**config.mk**
```make
export PLATFORM = sky130hd
export DESIGN_NAME = action_animator
export DESIGN_NICKNAME = d
export VERILOG_FILES = /design/src/rtl/gameboy_pkg.sv /design/src/rtl/action_fifo.sv /design/src/rtl/action_animator.sv
export SDC_FILE = /design/constraint.sdc
export NUM_CORES = 1
export LEC_CHECK = 0
export BUFFER_PORTS_ARGS = -buffer_cell sky130_fd_sc_hd__buf_2
export CAP_MARGIN = 20
export CORE_AREA = 4 4 43 45
export DETAILED_ROUTE_END_ITERATION = 16
export DIE_AREA = 0 0 47 49
export GPL_TIMING_DRIVEN = 0
export SETUP_SLACK_MARGIN = 0.02
export SKIP_LAST_GASP = 1
export SYNTH_ARGS = -nofsm -noshare
export SYNTH_HDL_FRONTEND = slang
export SYNTH_SLANG_ARGS = --single-unit
export TNS_END_PERCENT = 5
```
**constraint.sdc**
```tcl
create_clock -name clock -period 2.7 [get_ports clock]
set_input_delay 0.54 -clock clock [delete_from_list [all_inputs] [get_ports clock]]
set_output_delay 0.54 -clock clock [all_outputs]
set_load 0.01 [all_outputs]
```
**src/rtl/gameboy_pkg.sv**
```systemverilog
// Shared gameboy codes: controller action/button encodings
// and the action animator state enum.
package gameboy_pkg;

  typedef enum logic [2:0] {
    KICK  = 3'd0,
    PUNCH = 3'd1,
    JUMP  = 3'd2,
    DUCK  = 3'd3,
    RUN   = 3'd4
  } action_e;

  typedef enum logic [1:0] {
    BTN_FIGHT = 2'd0,
    BTN_REACT = 2'd1,
    BTN_A     = 2'd2,
    BTN_B     = 2'd3
  } button_e;

  typedef enum logic {
    IDLE = 1'b0,
    PLAY = 1'b1
  } anim_state_e;

endpackage

```
**src/rtl/action_fifo.sv**
```systemverilog
// Pending-action FIFO, 3 bits wide, DEPTH entries.
// Simultaneous push and pop keep the count unchanged.
module action_fifo #(
  parameter int DEPTH = 4
) (
  input  logic                     clock,
  input  logic                     reset,
  input  logic                     push,
  input  logic                     pop,
  input  logic [2:0]               din,
  output logic [2:0]               dout,
  output logic [$clog2(DEPTH):0]   count,
  output logic                     full,
  output logic                     empty
);

  localparam int AW = (DEPTH > 1) ? $clog2(DEPTH) : 1;

  logic [2:0]             r_mem [DEPTH];
  logic [AW-1:0]          r_wr;
  logic [AW-1:0]          r_rd;
  logic [$clog2(DEPTH):0] r_cnt;

  always_ff @(posedge clock) begin
    if (push) r_mem[r_wr] <= din;
  end

  always_ff @(posedge clock) begin
    if (reset) begin
      r_wr  <= '0;
      r_rd  <= '0;
      r_cnt <= '0;
    end else begin
      if (push) r_wr <= r_wr + 1'b1;
      if (pop)  r_rd <= r_rd + 1'b1;
      unique case ({push, pop})
        2'b10:   r_cnt <= r_cnt + 1'b1;
        2'b01:   r_cnt <= r_cnt - 1'b1;
        default: r_cnt <= r_cnt;
      endcase
    end
  end

  assign dout  = r_mem[r_rd];
  assign count = r_cnt;
  assign full  = (r_cnt == ($clog2(DEPTH)+1)'(DEPTH));
  assign empty = (r_cnt == '0);

endmodule

```
**src/rtl/action_animator.sv**
```systemverilog
// Plays controller actions as fixed-length sprite animations.
// ACTION_QUEUE_EN adds a FIFO for requests arriving mid-play.
import gameboy_pkg::*;

module action_animator #(
  parameter int TICK_DIV = 4,
  parameter int FRAMES   = 4,
  parameter int QDEPTH   = 4
) (
  input  logic                      clock,
  input  logic                      reset,
  input  logic [2:0]                action_in,
  output logic [2:0]                sprite_action,
  output logic [$clog2(FRAMES)-1:0] frame_idx,
  output logic                      busy,
  output logic                      dropped,
  output logic [$clog2(QDEPTH):0]   q_count
);

  localparam int FW = $clog2(FRAMES);
  localparam int TW = (TICK_DIV > 1) ? $clog2(TICK_DIV) : 1;
  localparam logic [TW-1:0] TLAST = TW'(TICK_DIV - 1);
  localparam logic [FW-1:0] FLAST = FW'(FRAMES - 1);

  anim_state_e   r_state;
  logic [2:0]    r_prev;
  logic [2:0]    r_cur;
  logic [FW-1:0] r_frame;
  logic [TW-1:0] r_tick;
  logic          r_busy;
  logic          r_drop;

  logic       w_req;
  logic       w_play;
  logic       w_tend;
  logic       w_last;
  logic       w_direct;
  logic       w_enq;
  logic       w_drop;
  logic       w_empty;
  logic [2:0] w_head;

  assign w_req    = (action_in != r_prev) && (action_in <= DUCK);
  assign w_play   = (r_state == PLAY);
  assign w_tend   = (r_tick == TLAST);
  assign w_last   = w_play && w_tend && (r_frame == FLAST);
  assign w_direct = w_last && w_empty && w_req;
  assign w_drop   = w_play && w_req && !w_direct && !w_enq;

`ifdef ACTION_QUEUE_EN
  logic w_pop;
  logic w_full;

  // a full queue still accepts when its head leaves this cycle
  assign w_pop = w_last && !w_empty;
  assign w_enq = w_play && w_req && !w_direct
              && (!w_full || w_pop);

  action_fifo #(
    .DEPTH(QDEPTH)
  ) u_fifo (
    .clock (clock),
    .reset (reset),
    .push  (w_enq),
    .pop   (w_pop),
    .din   (action_in),
    .dout  (w_head),
    .count (q_count),
    .full  (w_full),
    .empty (w_empty)
  );
`else
  assign w_enq   = 1'b0;
  assign w_empty = 1'b1;
  assign w_head  = RUN;
  assign q_count = '0;
`endif

  always_ff @(posedge clock) begin
    if (reset) begin
      r_state <= IDLE;
      r_prev  <= RUN;
      r_cur   <= RUN;
      r_frame <= '0;
      r_tick  <= '0;
      r_busy  <= 1'b0;
      r_drop  <= 1'b0;
    end else begin
      r_prev <= action_in;
      r_drop <= w_drop;
      r_tick <= w_tend ? '0 : r_tick + 1'b1;
      if (w_tend) r_frame <= r_frame + 1'b1;
      unique case (r_state)
        IDLE: begin
          if (w_req) begin
            r_state <= PLAY;
            r_cur   <= action_in;
            r_busy  <= 1'b1;
            r_frame <= '0;
            r_tick  <= '0;
          end
        end
        PLAY: begin
          if (w_last) begin
            if (!w_empty) begin
              r_cur <= w_head;
            end else if (w_req) begin
              r_cur <= action_in;
            end else begin
              r_state <= IDLE;
              r_cur   <= RUN;
              r_busy  <= 1'b0;
            end
          end
        end
        default: r_state <= IDLE;
      endcase
    end
  end

  assign sprite_action = r_cur;
  assign frame_idx     = r_frame;
  assign busy          = r_busy;
  assign dropped       = r_drop;

endmodule

```
# [Yosys cells after proc, flatten, opt, wreduce, memory -nomap -nowiden]
# Index checks and enable logic that the tools add are counted.
# Widths: inputs -> output; s select.
[word_totals] reg_bits=13 output_inout_bits=10 word_cells=43
[classes] add_sub_neg=2 order_cmp=1 eq_ne=6 muxes=17 n_bitwise=1 n_reduce_logical=9
[op_table] op="$mux 2" n=6
[op_table] op="$mux 3" n=3
[op_table] op="$logic_and 1x1->1" n=6
[op_table] op="$pmux 3 s2" n=1
[op_table] op="$mux 1" n=5
[op_table] op="$add 2x1->2 const B" n=2
[op_table] op="$eq 2x2->1 const B" n=2
[op_table] op="$ne 2x2->1 const B" n=2
[op_table] op="$pmux 1 s2" n=2
[op_table] op="$le 3x2->1 const B" n=1
[op_table] op="$ne 3x3->1" n=1
[op_table] op="$reduce_and 3->1" n=1
[op_table] op="$ne 2x1->1 const B" n=1
[op_table] op="$reduce_and 2->1" n=1
[op_table] op="$logic_not 1->1" n=1
[op_table] op="$not 1->1" n=1

# [Longest topological paths before layout]
# Gate-level depths: netlist of the first run.
[depth] word_depth=6 mapped_depth=6 depth_no_buf=6

# [Worst setup path before layout of the first run]
# OpenSTA, ideal clock, no wires.
[synth_timing] path_kind="input port to flip-flop" startpoint="input port action_in[1]" endpoint="register r_busy (netlist: busy)" t_arrival_ns=1.535 required_time_ns=2.573 path_slack_ns=1.038 stages=6 cell_sequence="xnor2_1 -> a31oi_1 -> ha_1 -> nor2b_1 -> a21oi_1 -> nor2_1"
[synth_between] elab_chain_cells=4 word_cells_on_any_way=6 classes_between="1 x order compare; 3 x eq/ne; 2 x reduce/logical"
[synth_lines] element="from (decl)" line_no="action_animator.sv:12" text="input logic [2:0] action_in,"
[synth_lines] element="$le 3x2->1 / $ne 3x3->1 (equally long branches)" line_no="action_animator.sv:43" text="assign w_req = (action_in != r_prev) && (action_in <= DUCK);"
[synth_lines] element="$logic_and 1x1->1 *" line_no="action_animator.sv:43"
[synth_lines] element="$ne 2x2->1 (no source line)"
[synth_lines] element="$reduce_and 3->1 (no source line) *"
[synth_lines] element="to (signal assigned)" line_no="action_animator.sv:86" text="r_busy <= 1'b0;"
[synth_lines] element="to (signal assigned)" line_no="action_animator.sv:98" text="r_busy <= 1'b1;"
[synth_lines] element="to (signal assigned)" line_no="action_animator.sv:112" text="r_busy <= 1'b0;"
[synth_lines] element="to (decl)" line_no="action_animator.sv:30" text="logic r_busy;"
# Every way passes the cells marked *; elsewhere a longest branch is shown, timed or not.
# A chain may end at the register's enable or synchronous reset.

# [Worst setup path after layout of the first run]
# Ends and elaborated chain as after synthesis.

==> flow_metrics.py, run 1 <==
metrics = {
    "status": {
        "status": "complete, no violations",
    },
    "timing": {
        "finClkSkew_ns": 0.00672,
        "setup_slack_ns": 1.06,
        "relSlewSlack_pct": 50.6,
        "hold_violations": 0,
        "fin_crit_sh_pct": 60.8,
        "rsz0062_at_grt": "no",
        "report.final.setup_viol": 0,
        "slew_violations": 0,
        "tightest_slew_ns": 0.737,
        "whs_ns": 0.430,
        "timing.setup.tns_ns": 0,
        "fin_crit_ns": 1.64,
        "fmax_ghz": 0.610,
    },
    "critical_path": {
        "crit_path_start": "action_in[1]",
        "cp-start-kind": "input pin",
        "cp-end-kind": "flip-flop",
        "path_class": "in -> reg",
        "required_ns": 2.85,
        "r2r_slack_ns": 1.11,
        "worstPathArrival_ns": 1.79,
        "rr_startpoint": "r_prev[1]",
        "path_max_fanout": 5,
        "rr_worst_depth": 6,
        "r2r_end": "busy",
        "endpoint": "busy",
    },
    "global_route": {
        "grt_max_degree": 11,
        "gr-total-overflow": 0,
        "grt_pass1_wl_mm": 1.86,
        "grt_antenna_before_repair": 0,
        "groute.usage.overall_pct": 11.2,
        "grt_pass1_vias": 457,
    },
    "cts": {
        "cts_root_buffer": "clkbuf_4",
        "clk_pin_slew_ns": 0.07,
        "ctsHoldBuffers": 0,
        "cts_post_setup_buffers_inserted": 0,
        "cts_tree": "yes",
        "cts_max_path_buffers": 2,
        "clkSinkCount": 13,
        "clkLatencyLatePin_ns": 0.27,
        "ctsResizeCount": 0,
        "cts_max_level": 1,
        "numCtsBuffers": 3,
    },
    "floorplanning": {
        "core_sq_mm": 0.00147,
        "die-area_sq_mm": 0.00230,
        "io_pins": 15,
        "die_w_um": 47,
        "rows": 14,
        "die_height_um": 49,
        "start_util_pct": 39.2,
    },
    "final_layout": {
        "diodes": 0,
        "layout_commonest_cell": "dfxtp_1",
        "layout-drive-gt1-share_pct": 29.7,
        "instances_no_fill": 90,
        "final_nets": 83,
        "synthToLayoutAreaGrowth_pct": 18.9,
        "final_cell_mix": "13 x dfxtp_1, 11 x buf_2, 4 x buf_4",
    },
    "synthesis": {
        "syn_area_sq_um": 577,
        "yosysWarnings": 0,
        "syn_area_per_cell_sq_um": 10.1,
        "ys_seq_elements": 13,
        "ys_seq_area_share_pct": 45.1,
        "syn_inst": 57,
        "synth_cell_types": 30,
    },
    "power": {
        "ir_worst_vdd_mv": 0.252,
        "power_density_mw_per_mm2": 562,
        "power_w": 0.000386,
        "leakage_nw": 0.317,
    },
    "job": {
        "cap_violations": 0,
    },
    "placed_design": {
        "hpwl_um": 756,
        "placedCellCount": 86,
        "dp_slack_ns": 0.763,
        "place.gp.congestion": 0.704,
        "io_buffers": 11,
    },
    "detailed_routing": {
        "vias": 443,
        "antenna_left": 0,
        "wl_per_cell_um": 10.9,
        "vias_per_cell": 4.92,
        "wirelength_um": 977,
        "drtPass1Iterations": 4,
        "drtIter0Drc": 10,
        "drc": 0,
    },
    "hold_path": {
        "hold_path.class": "reg -> reg",
    },
}
flip-flops by register name (all words and copies together) (netlist names):
signal         cells
dropped            1
r_prev             3
busy               1
sprite_action      3
frame_idx          2
r_state            1
r_tick             2
critical path: stages:
cell and delay, ns:
buf_2 0.11, xnor2_1 0.33, a31oi_1 0.20, ha_1 0.32
nor2b_1 0.13, a21oi_1 0.12, nor2_1 0.05
cells by family (layout without fill, tap and decap cells):
logic type / after synthesis / count (layout) / synth area share (%)
AOI/OAI and AO/OA: 13 / 13 / 18.4
xor gates and xnor gates: 3 / 3 / 4.56
adders and majority gates: 3 / 3 / 6.51
buffers and inverters: 8 / 23 / 7.81
DFF: 13 / 13 / 45.1
muxes: 1 / 1 / 1.74
other: 1 / 3 / 0.650
and+or+nand+nor: 15 / 15 / 15.2
layout make-up:
class,instances,area [sq um]
Multi-Input combinational cell,38,279
Timing Repair Buffer,11,55.1
Tap cell,16,20.0
Clock buffer,4,26.3
Buffer,5,33.8
Sequential cell,13,260
Inverter,3,11.3
Fill cell,161,786
Yosys cell counts:
library cell,count,area (sq um)
a311oi_1,1,8.76
a41o_1,1,10.0
a2111oi_0,1,8.76
nand3_1,1,5.00
or2_2,1,6.26
a311o_1,1,10.0
buf_4,4,30.0
nor2b_1,3,18.8
nor3_1,3,15.0
o32ai_1,1,8.76
nand2b_1,1,6.26
a21o_1,1,7.51
and3_1,1,6.26
inv_1,3,11.3
clkbuf_1,1,3.75
nor3b_1,1,7.51
ha_1,3,37.5
nor4_1,1,6.26
a21oi_1,2,10.0
a31oi_1,1,6.26
conb_1,1,3.75
o21ba_2,1,10.0
dfxtp_1,13,260
nor2_1,2,7.51
or3b_2,1,8.76
mux2i_1,1,10.0
a211oi_1,1,7.51
xnor2_1,3,26.3
a41o_2,1,11.3
a21boi_0,1,7.51
metrics by stage:
stage          util (%)  cell area [sq um]
2_1_floorplan         -                584
3_3_place_gp       44.8                659
3_5_place_dp       44.8                659
4_1_cts            46.6                686
5_1_grt            46.6                686
6_report           46.6                686
routing by layer:
metal  vias up  share of wire (%)  GRT usage [%]
met1       191                 48           14.3
met4         0                3.8           8.29
li1        235                  -              -
met3         5                5.9           3.32
met2        12                 42           15.4
met5         -                  0              0
worst min path at each step:
stage | cells after the start | end | from | slack, ns
5_1_grt | 1 | r_tick[0] | r_tick[0] | 0.45
3_5_place_dp | 1 | r_tick[0] | r_tick[0] | 0.42
6_report | 1 | r_tick[0] | r_tick[0] | 0.43
4_1_cts | 1 | r_tick[0] | r_tick[0] | 0.43
3_3_place_gp | 1 | r_tick[0] | r_tick[0] | 0.42
2_1_floorplan | 1 | r_tick[0] | r_tick[0] | 0.41
power by group:
part | leakage [nW] | switching, W | total [W] | internal [W]
clock | 0.0150 | 0.0000601 | 0.000117 | 0.0000573
sequential | 0.107 | 0.00000725 | 0.000211 | 0.000204
combinational | 0.194 | 0.0000293 | 0.0000568 | 0.0000275
total | 0.317 | 0.0000967 | 0.000386 | 0.000289
No activity file was read; power rests on OpenSTA's default activity.
==> inputs of run 2 (changes only) <==
Settings changed: ABC_AREA from default to 1, CORE_AREA 4 4 43 45 to 4 4 45 47, DIE_AREA 0 0 47 49 to 0 0 49 51.
Clock period 2.7 ns to 1.7 ns, I/O delays scaled along.
==> flow_metrics.py, run 2 <==
metrics = {
    "timing": {
        "slew_violations": 0,
        "finClkSkew_ns": 0.00363,
        "hold_violations": 0,
        "timing.setup.tns_ns": 0,
        "fin_crit_ns": 1.54,
        "fin_crit_sh_pct": 90.7,
        "rsz0062_at_grt": "no",
        "fmax_ghz": 0.649,
        "report.final.setup_viol": 0,
    },
    "critical_path": {
        "crit_path_top_delay_cell": "dfxtp_1",
        "cpPeakStageDelay_ns": 0.33,
        "required_ns": 1.91,
        "critPathTopFamily": "simple AND/OR/NAND/NOR gates",
        "cp-end-kind": "flip-flop",
        "r2r_end": "busy",
        "path_class": "reg -> reg",
        "cp_common_cell": "inv_1",
        "r2r_slack_ns": 0.16,
        "worstPathBufferInverterCount": 3,
        "worstPathArrival_ns": 1.75,
        "crit_path_start": "r_prev[1]",
        "rr_startpoint": "r_prev[1]",
        "cp-start-kind": "flip-flop",
        "rr_worst_depth": 9,
        "path_max_fanout": 4,
        "crit_chain": "inv_1, a21oi_2, nand3_4, nand2_4, inv_2, ha_1, inv_1, or2_2, a21oi_1",
    },
    "final_layout": {
        "multi_input_area_sq_um": 287,
        "layout-drive-gt1-share_pct": 36.0,
        "regArea_sq_um": 260,
        "final_cell_mix": "13 x dfxtp_1, 11 x inv_1, 11 x nand2_1, 11 x buf_2, 5 x nor2_1",
        "final_nets": 98,
        "synthToLayoutAreaGrowth_pct": 18.0,
        "layout_commonest_cell": "dfxtp_1",
        "fill_cells": 169,
        "final_util_pct": 43.6,
        "diodes": 0,
    },
    "floorplanning": {
        "rows": 15,
        "core_sq_mm": 0.00165,
        "die_w_um": 49,
        "io_pins": 15,
        "die-area_sq_mm": 0.00250,
        "start_util_pct": 37.0,
        "die_height_um": 51,
    },
    "cts": {
        "cts_max_level": 1,
        "clkSinkCount": 13,
        "clk_pin_slew_ns": 0.08,
        "cts_max_path_buffers": 2,
        "cts_post_setup_buffers_inserted": 0,
        "clkLatencyLatePin_ns": 0.27,
        "ctsHoldBuffers": 0,
        "numCtsBuffers": 3,
        "cts_root_buffer": "clkbuf_4",
        "ctsResizeCount": 0,
        "cts_tree": "yes",
    },
    "power": {
        "power_density_mw_per_mm2": 858,
        "leakage_nw": 0.373,
        "ir_worst_vdd_mv": 0.451,
    },
    "placed_design": {
        "io_buffers": 11,
        "hpwl_um": 757,
        "place.gp.congestion": 0.690,
    },
    "detailed_routing": {
        "wirelength_um": 945,
        "vias_per_cell": 4.42,
        "drtIter0Drc": 8,
        "wl_per_cell_um": 8.92,
        "antenna_left": 0,
        "vias": 468,
        "drtPass1Iterations": 4,
        "drc": 0,
    },
    "synthesis": {
        "syn_area_sq_um": 611,
        "ys_seq_area_share_pct": 42.6,
        "synth_area_leaders": "dfxtp_1 43%, inv_1 6.8%, nand2_1 6.8%",
        "ys.flop_type": "dfxtp_1",
        "synth_edf_count": 0,
        "synthTopCellsByCount": "13 x dfxtp_1, 11 x inv_1, 11 x nand2_1, 5 x nor2_1",
        "synth.most_common_cell": "dfxtp_1",
        "syn_inst": 72,
        "yosysWarnings": 0,
        "yosysTopAreaCellShare_pct": 42.6,
        "syn_area_per_cell_sq_um": 8.48,
        "async_reset_ff_share_pct": 0,
        "ys_seq_elements": 13,
        "yosys.area.top_type": "dfxtp_1",
        "synth_cell_types": 21,
    },
    "global_route": {
        "grt_antenna_before_repair": 0,
        "grt_max_degree": 9,
        "grt_pass1_vias": 417,
        "gr-total-overflow": 0,
        "groute.usage.overall_pct": 8.78,
        "grt_pass1_wl_mm": 1.67,
    },
    "status": {
        "status": "complete, no violations",
    },
    "hold_path": {
        "hold_path.class": "in -> reg",
        "hold_end": "r_prev[1]",
        "whs_path_depth": 2,
        "hp-start": "reset",
    },
    "job": {
        "cap_violations": 0,
    },
}
-- run 2: cell families (layout without fill, tap and decap cells) --
family | count (synthesis) | count (layout) | share of synthesized area [%]
xor gates and xnor gates | 1 | 1 | 1.43
and+or+nand+nor | 29 | 29 | 27.3
DFF | 13 | 13 | 42.6
adders and majority gates | 3 | 3 | 6.15
AOI/OAI and AO/OA | 9 | 9 | 10.2
buffers and inverters | 16 | 31 | 11.7
other | 1 | 3 | 0.614
-- run 2: stage by stage --
step                area, sq um  hold slack (ns)  std cells  power, W  setup WS [ns]
finish                      721            0.282        106  0.000618          0.159
CTS                         721            0.273        106  0.000632          0.143
global route                721            0.296        106  0.000654         0.0463
floorplan                   618            0.409         74  0.000415          0.237
global placement            694            0.428        102  0.000440         0.0509
detailed placement          694            0.433        102  0.000442         0.0538
-- run 2: worst max-delay path by stage --
stage | depth (start not counted) | endpoint
5_1_grt | 9 | busy
3_5_place_dp | 9 | busy
3_3_place_gp | 9 | busy
6_report | 9 | busy
4_1_cts | 9 | busy
2_1_floorplan | 9 | busy
-- run 2: area by class of cell --
type	count	area share (%)
Multi-Input combinational cell	45	39.8
Sequential cell	13	36.1
Timing Repair Buffer	11	7.64
Inverter	13	6.77
Clock buffer	4	3.65
Buffer	3	3.13
Tap cell	17	2.95
-- run 2: power breakdown --
group	switching, W	leakage, nW	internal, W
sequential	0.0000112	0.107	0.000325
clock	0.0000932	0.0150	0.0000908
combinational	0.0000563	0.250	0.0000420
total	0.000161	0.373	0.000457
-- run 2: layer usage --
layer / global-route usage (%) / vias to the layer above / part of all wire (%)
met2: 12.4 / 11 / 44
met4: 9.42 / 0 / 4.1
met3: 1.46 / 4 / 5.3
met5: 0 / - / 0
li1: - / 252 / -
met1: 10.7 / 201 / 47
